`src/rtl/mips_defs.sv`:
```
// mips_defs: opcode/funct encodings, reset PC and field widths shared by the decode stage.
package mips_defs;
  localparam int OP_W = 6;
  localparam int FN_W = 6;
  localparam int REG_W = 5;
  localparam int IMM_W = 16;
  localparam int IDX_W = 26;
  localparam int NUM_REGS = 32;
  localparam logic [OP_W-1:0] OP_SPECIAL = 6'b000000;
  localparam logic [OP_W-1:0] OP_J = 6'b000010;
  localparam logic [OP_W-1:0] OP_JAL = 6'b000011;
  localparam logic [OP_W-1:0] OP_BEQ = 6'b000100;
  localparam logic [OP_W-1:0] OP_BNE = 6'b000101;
  localparam logic [FN_W-1:0] FN_JR = 6'b001000;
  localparam logic [31:0] RESET_PC = 32'h0000_3000;
endpackage

```
`src/rtl/grf.sv`:
```
// grf: 32x32 register file, sync active-low clear, one write port, two write-through read ports.
module grf #(
  parameter int NUM_REGS = 32
) (
  input  logic        clk,
  input  logic        reset,
  input  logic        we,
  input  logic [4:0]  wa,
  input  logic [31:0] wd,
  input  logic [4:0]  ra1,
  input  logic [4:0]  ra2,
  output logic [31:0] rd1,
  output logic [31:0] rd2
);
  logic [31:0] regs_q [NUM_REGS];
  always_ff @(posedge clk) begin
    if (!reset) begin
      for (int i = 0; i < NUM_REGS; i++) regs_q[i] <= '0;
    end else if (we && wa != '0) begin
      regs_q[wa] <= wd;
    end
  end
  // reg 0 is never written, so it always reads 0 from the array
  assign rd1 = (we && wa == ra1 && ra1 != '0) ? wd : regs_q[ra1];
  assign rd2 = (we && wa == ra2 && ra2 != '0) ? wd : regs_q[ra2];
endmodule

```
`src/rtl/id_stage.sv`:
```
// id_stage: MIPS decode stage - IF/ID register, GRF with MEM forwarding, branch/jump next-PC resolution.
module id_stage #(
  parameter logic [31:0] RESET_PC = mips_defs::RESET_PC,
  parameter int NUM_REGS = 32
) (
  input  logic        clk,
  input  logic        reset,
  input  logic        stall,
  input  logic [31:0] f_instr,
  input  logic [31:0] f_pc,
  input  logic        w_we,
  input  logic [4:0]  w_addr,
  input  logic [31:0] w_data,
  input  logic        m_fwd_we,
  input  logic [4:0]  m_fwd_addr,
  input  logic [31:0] m_fwd_data,
  output logic [31:0] d_instr,
  output logic [31:0] d_pc,
  output logic [31:0] d_rs_data,
  output logic [31:0] d_rt_data,
  output logic [31:0] next_pc
);
  import mips_defs::*;
  logic [31:0] instr_q, instr_d, pc_q, pc_d;
  logic [31:0] grf_rs, grf_rt, base, br_tgt;
  logic [REG_W-1:0] rs, rt;
  logic [OP_W-1:0] op;
  logic [FN_W-1:0] fn;
  logic [IMM_W-1:0] imm;
  logic taken;
  always_comb begin
    instr_d = !reset ? '0 : stall ? instr_q : f_instr;
    pc_d = !reset ? RESET_PC : stall ? pc_q : f_pc;
  end
  always_ff @(posedge clk) begin
    instr_q <= instr_d;
    pc_q <= pc_d;
  end
  assign d_instr = instr_q;
  assign d_pc = pc_q;
  assign op = instr_q[31:26];
  assign rs = instr_q[25:21];
  assign rt = instr_q[20:16];
  assign imm = instr_q[15:0];
  assign fn = instr_q[5:0];
  grf #(.NUM_REGS(NUM_REGS)) u_grf (
    .clk(clk), .reset(reset), .we(w_we), .wa(w_addr), .wd(w_data),
    .ra1(rs), .ra2(rt), .rd1(grf_rs), .rd2(grf_rt)
  );
  // MEM result is younger than WB, so it wins when both target the same reg
  assign d_rs_data = rs == '0 ? '0 : (m_fwd_we && m_fwd_addr == rs) ? m_fwd_data : grf_rs;
  assign d_rt_data = rt == '0 ? '0 : (m_fwd_we && m_fwd_addr == rt) ? m_fwd_data : grf_rt;
  assign base = pc_q + 32'd4;
  assign br_tgt = base + {{14{imm[15]}}, imm, 2'b00};
  assign taken = (op == OP_BEQ && d_rs_data == d_rt_data) || (op == OP_BNE && d_rs_data != d_rt_data);
  always_comb begin
    next_pc = taken ? br_tgt :
              (op == OP_J || op == OP_JAL) ? {base[31:28], instr_q[IDX_W-1:0], 2'b00} :
              (op == OP_SPECIAL && fn == FN_JR) ? d_rs_data :
              f_pc + 32'd4;
  end
endmodule

```
`config.mk`:
```
export PLATFORM = sky130hd
export DESIGN_NAME = id_stage
export DESIGN_NICKNAME = d
export VERILOG_FILES = /design/src/rtl/mips_defs.sv /design/src/rtl/grf.sv /design/src/rtl/id_stage.sv
export SDC_FILE = /design/constraint.sdc
export NUM_CORES = 2
export LEC_CHECK = 0
export CAP_MARGIN = 20
export CORE_ASPECT_RATIO = 1.4
export CORE_UTILIZATION = 42
export CTS_CLUSTER_DIAMETER = 150
export DETAILED_ROUTE_END_ITERATION = 7
export HOLD_SLACK_MARGIN = 0.1
export PLACE_DENSITY_LB_ADDON = 0.12
export SYNTH_ARGS = -nofsm -noshare
export SYNTH_HDL_FRONTEND = slang
export SYNTH_SLANG_ARGS = --single-unit
```
`constraint.sdc`:
```
create_clock -name clk -period 11.5 [get_ports clk]
set_clock_uncertainty 0.15 [all_clocks]
set_input_delay 1.725 -clock clk [delete_from_list [all_inputs] [get_ports clk]]
set_output_delay 1.725 -clock clk [all_outputs]
set_load 0.05 [all_outputs]
```
Word-level counts from Yosys, hierarchy flattened
Memories as Yosys holds them, arrays and structs flattened. A register that Yosys moved wholly into a read port is not among the register bits.
Cells that the tools add are included.
{"block": "classes", "n_eq_ne": 11, "mux": 20, "n_reduce_logical": 19, "add_sub_neg": 3}
{"op": "2-to-1 mux 32 bit", "n": 10}
{"op": "adder 32 x 3 -> 32 bit, second input constant", "n": 2}
{"op": "adder 32 bit", "n": 1}
{"op": "== test 32 bit", "n": 1}
{"op": "!= test 32 bit", "n": 1}
{"op": "OR reduction 32 bit", "n": 1}
{"op": "2-to-1 mux 5 bit", "n": 5}
{"op": "== test 5 bit", "n": 4}
{"op": "nonzero test 5 bit", "n": 3}
{"op": "== test 6 x 2 -> 1 bit, second input constant", "n": 2}
{"op": "== test 6 x 3 -> 1 bit, second input constant", "n": 2}
{"op": "logical AND 1 bit", "n": 10}
{"op": "logical NOT 5 bit", "n": 2}
{"op": "== test 6 x 4 -> 1 bit, second input constant", "n": 1}
{"op": "logical NOT 6 bit", "n": 1}
{"op": "2-to-1 mux 1 bit", "n": 5}
{"op": "logical OR 1 bit", "n": 2}
{"block": "word_totals", "n_memories": 1, "inputBits": 143, "wordCells": 56, "ramBits": 1024, "regBits": 64, "out_inout_bits": 160}
{"name": "u_grf.regs_q", "depth": 32, "word_bits": 32, "rd": 2, "rd_clocked_by_memory_dff": 2, "wr": 32, "line": "grf.sv:15", "source": "logic [31:0] regs_q [NUM_REGS];"}

Depth between registers and ports, before layout
{"block": "depth", "depth_word": 10, "ltp_mapped": 19, "ltp_nobuf": 18}

Modules after synthesis
From an unflattened synthesis, not the netlist that was laid out.
{"block": "hier_totals", "hier_cells": 4698, "area_unflattened_um2": 62902.8}
{"module": "grf", "area_each_um2": 55404.4, "n_inst": 1, "cells_per_inst": 3722}
{"module": "id_stage", "area_each_um2": 7498.4, "n_inst": 1, "cells_per_inst": 976}

Worst setup path after synthesis
OpenSTA, ideal clock, no wires.
{"block": "synth_path", "kind": "input-to-output", "start": "in w_addr[3]", "end": "out next_pc[17]", "setup_slack_ns": 2.508, "required_ns": 9.625, "cell_stages": 15, "t_arrival_ns": 7.117, "path_cell_list": "clkbuf_1 > xnor2_1 > nand4_1 > nor2_1 > clkbuf_1 > nor4_1 > a211oi_1 > xor2_1 > and3_1 > and4_1 > nand2_1 > buf_2 > clkbuf_1 > o21ai_1 > nor4_1"}
{"block": "synth_via", "elab_chain_len": 10, "elab_cells_between_ends": 20, "cone_classes": "eq/ne: 4; mux: 9; reduce/logical: 7"}
{"item": "start: declaration", "line": "id_stage.sv:12", "source": "input logic [4:0] w_addr,"}
{"item": "== test 5 bit (*)", "line": "grf.sv:25", "source": "assign rd2 = (we && wa == ra2 && ra2 != '0) ? wd : regs_q[ra2];"}
{"item": "logical AND 1 bit (*) (2 in series)", "line": "grf.sv:25"}
{"item": "2-to-1 mux 32 bit (*)", "line": "grf.sv:25"}
{"item": "2-to-1 mux 32 bit (*) (2 in series)", "line": "id_stage.sv:52", "source": "assign d_rt_data = rt == '0 ? '0 : (m_fwd_we && m_fwd_addr == rt) ? m_fwd_data : grf_rt;"}
{"item": "net d_rt_data[6]", "line": "id_stage.sv:20", "source": "output logic [31:0] d_rt_data,"}
{"item": "== test 32 bit / != test 32 bit (equally long branches)", "line": "id_stage.sv:55", "source": "assign taken = (op == OP_BEQ && d_rs_data == d_rt_data) || (op == OP_BNE && d_rs_data != d_rt_data);"}
{"item": "logical AND 1 bit", "line": "id_stage.sv:55"}
{"item": "logical OR 1 bit (*)", "line": "id_stage.sv:55"}
{"item": "2-to-1 mux 32 bit (*)", "line": "id_stage.sv:57", "source": "next_pc = taken ? br_tgt :"}
{"item": "end: declaration", "line": "id_stage.sv:21", "source": "output logic [31:0] next_pc"}
The timed path passes the listed nets; every way through them passes the cells marked *.

Final worst setup path
{"block": "layout_path", "start": "in w_addr[3]", "end": "out next_pc[12]"}
{"block": "layout_via", "elab_chain_len": 10, "elab_cells_between_ends": 20, "cone_classes": "eq/ne: 4; mux: 9; reduce/logical: 7"}
{"item": "== test 5 bit, on equally long branches", "line": "grf.sv:24, grf.sv:25"}
{"item": "logical AND 1 bit, on equally long branches (2 in series)", "line": "grf.sv:24, grf.sv:25"}
{"item": "2-to-1 mux 32 bit, on equally long branches", "line": "grf.sv:24, grf.sv:25"}
{"item": "2-to-1 mux 32 bit, on equally long branches (2 in series)", "line": "id_stage.sv:51, id_stage.sv:52"}
{"item": "== test 32 bit / != test 32 bit (equally long branches)", "line": "id_stage.sv:55"}
{"item": "logical AND 1 bit", "line": "id_stage.sv:55"}
{"item": "logical OR 1 bit", "line": "id_stage.sv:55"}
{"item": "2-to-1 mux 32 bit (*)", "line": "id_stage.sv:57"}
Mark *: on every way between the ends. The rest lies on a longest branch, timed or not.

==> results.py <==
metrics = {
    "cts": {
        "cts_max_level": 3,
        "clk_pin_slew_worst_paths_ps": 60,
        "post_cts.repair.setup_buffers": 0,
        "ctsResizeCount": 0,
        "hold_buffers": 0,
        "cts_buffers": 111,
        "cts-root-buf": "clkbuf_16",
        "insertion_delay_ps": 780,
        "clock-sinks": 1098,
        "cts_tree": "yes",
        "cts_buffer_depth": 3,
    },
    "flow_run": {
        "maxCapViolCount": 0,
    },
    "grt": {
        "grt_max_degree": 99,
        "use_met3_pct": 8.84,
        "grt_pass1_vias": 45913,
        "grt-ovfl-total": 0,
        "antenna_found_initial": 36,
        "use_met1_pct": 43.6,
        "grt_use_met2_pct": 59.5,
        "gr-usage-all-layers_pct": 36.8,
        "grt_pass1_wl_um": 394000,
        "top_usage_layer": "met2",
    },
    "critical_path": {
        "cp_max_fo": 60,
        "critPathCaptureType": "output pin",
        "cp-start-kind": "input port",
        "crit_slowest_cell": "or2_1",
        "crit_required_ps": 9630,
        "crit_chain": "clkdlybuf4s50_1 -> xnor2_1 -> nand4_1 -> or2_1 -> nand3_4 -> o21ai_0 -> xor2_1 -> or4_1 -> nor4_4 -> buf_4 -> o21bai_1 -> o21ai_0 -> nor4_1 -> clkdlybuf4s50_1",
        "path_class": "in2out",
        "worstPathArrival_ps": 7760,
        "cp_slowest_stage_delay_ps": 930,
        "ff2ff_setup_slack_ps": 9700,
    },
    "floorplan": {
        "dieArea_um2": 156000,
        "die_x_um": 335,
        "core_um2": 154000,
        "io_pins": 303,
        "start_util_pct": 42.3,
        "num_rows": 170,
        "dieHeight_um": 468,
    },
    "synthesis": {
        "synth_top_cell_by_area": "edfxtp_1",
        "synth_area_leaders": "edfxtp_1 47%, mux4_2 17%, and2_1 8.9%, mux2i_1 3.9%, dfxtp_1 2.3%",
        "yosysMostFrequentCell": "edfxtp_1",
        "synth_top_cell_area_share_pct": 47.3,
        "ys.flop_type": "edfxtp_1",
        "seq_area_frac_synth_pct": 49.6,
        "synthTopCellsByCount": "1024 x edfxtp_1, 920 x and2_1, 489 x mux4_2",
        "netlist_area_um2": 65000,
        "ys_types": 94,
        "async_reset_ff_share_pct": 0,
        "ys_seq_elements": 1098,
        "avgSynthCellArea_um2": 12.8,
        "yosys_warnings": 0,
        "syn_inst": 5096,
        "synth-edff-count": 1024,
    },
    "sta": {
        "report.final.slew_viol_count": 0,
        "hold_viol": 0,
        "fin_tns_setup_ps": 0,
        "worst_pin_slew_ps": 1320,
        "period_needed_ps": 9630,
        "fmax_mhz": 104,
        "layout_setup_ws_ps": 1870,
        "slew_headroom_pct": 11.2,
        "period_share_pct": 83.7,
        "setup-violations-final": 0,
        "rsz0062_at_grt": "false",
    },
    "route": {
        "routedWlPerCell_um": 39.1,
        "viasPerCell": 6.44,
        "drc": 0,
        "firstDrtPassIters": 6,
        "num_vias": 47728,
        "drt_iter0_drc": 6544,
        "wl_um": 290000,
        "ant_nets": 0,
    },
    "min_path": {
        "min_path_type": "reg2reg",
    },
    "outcome": {
        "outcome": "finished, final reports clean",
    },
    "power_and_ir_drop": {
        "power.total_mw": 10.9,
        "p_leak_nw": 25.2,
        "p_per_area_nw_per_um2": 146,
        "peakVddDrop_uv": 129,
    },
    "placed_design": {
        "portBuffers": 302,
        "dp.final_hpwl_um": 201000,
        "pre_cts_ws_ps": 2050,
        "place_area_um2": 70700,
        "post-place-cells": 7173,
        "gp_congestion": 1.04,
    },
    "final_layout": {
        "drive_gt1_share_pct": 19.8,
        "design_area_um2": 74700,
        "nets": 5412,
        "nFillCells": 13549,
        "synthToLayoutAreaGrowth_pct": 14.9,
        "final_cells": 7409,
    },
}
## area by class of cell
cell class | count | area [um^2] | share of cell area [%]
Clock inverter | 74 | 797 | 1.07
Timing Repair Buffer | 499 | 4910 | 6.58
Sequential cell | 1098 | 32300 | 43.2
Tap cell | 2064 | 2580 | 3.46
Inverter | 60 | 228 | 0.305
Clock buffer | 137 | 2960 | 3.96
Multi-Input combinational cell | 3462 | 30900 | 41.4
Antenna cell | 15 | 37.5 | 0.0502
## sequential cells by signal, summed over array words and instances, names as in the netlist, named ones only
register      flops
d_instr          32
d_pc             32
u_grf.regs_q   1024
## cell families (layout without fill, tap and decap cells)
logic type | after synthesis | count (layout) | share of synthesized area [%]
compound gates | 605 | 605 | 6.44
xor+xnor | 127 | 127 | 1.71
fa+ha+maj | 37 | 37 | 0.723
buf+inv | 567 | 770 | 3.90
flops | 1098 | 1098 | 49.6
mux | 775 | 775 | 21.4
other cells | 1 | 47 | 0.00577
simple gates | 1886 | 1886 | 16.3
## cells in the final DEF (no fill, tap or decap), types with 115 or more instances in the layout
master and n:
and2_1 920, nand2_1 147, nor2_1 241, mux2i_1 256, mux4_2 489, clkbuf_16 115
clkdlybuf4s50_1 271, edfxtp_1 1024, buf_4 190, nor3_1 165
## routing by layer
layer | wire length (um) | share of wire, %
met1 | 103000 | 36
met2 | 136000 | 47
met3 | 27000 | 9.3
met4 | 23200 | 8.0
met5 | 159 | 0.055
## metrics by stage
stage / hold WS [ps] / util (%)
6_report: 415 / 48.7
5_1_grt: 464 / 48.6
4_1_cts: 417 / 48.5
3_5_place_dp: 403 / 46.1
3_3_place_gp: 393 / 46.0
2_1_floorplan: 616 / -
## final timing paths
kind | start | end | depth (start not counted)
worst max-delay path | w_addr[3] | next_pc[12] | 14
worst min-delay path | d_pc[31]$_SDFFE_PN0N_ | d_pc[31]$_SDFFE_PN0N_ | 2
worst max register to register | d_instr[20]$_SDFFE_PN0N_ | d_instr[20]$_SDFFE_PN0N_ | 2
worst min register to register | d_pc[31]$_SDFFE_PN0N_ | d_pc[31]$_SDFFE_PN0N_ | 2
## worst max-delay path, delay by kind of cell
family | cells | cell delay (ps)
simple gates | 6 | 2680
buf+inv | 3 | 2240
compound gates | 3 | 790
xor+xnor | 2 | 270
## power breakdown
group | switching (mW) | internal [mW] | leakage (nW)
registers | 0.163 | 4.58 | 10.4
logic | 1.53 | 0.785 | 13.0
clock network | 1.71 | 2.17 | 1.83
total | 3.41 | 7.54 | 25.2
Note: power is estimated with default switching activity, not from simulation.
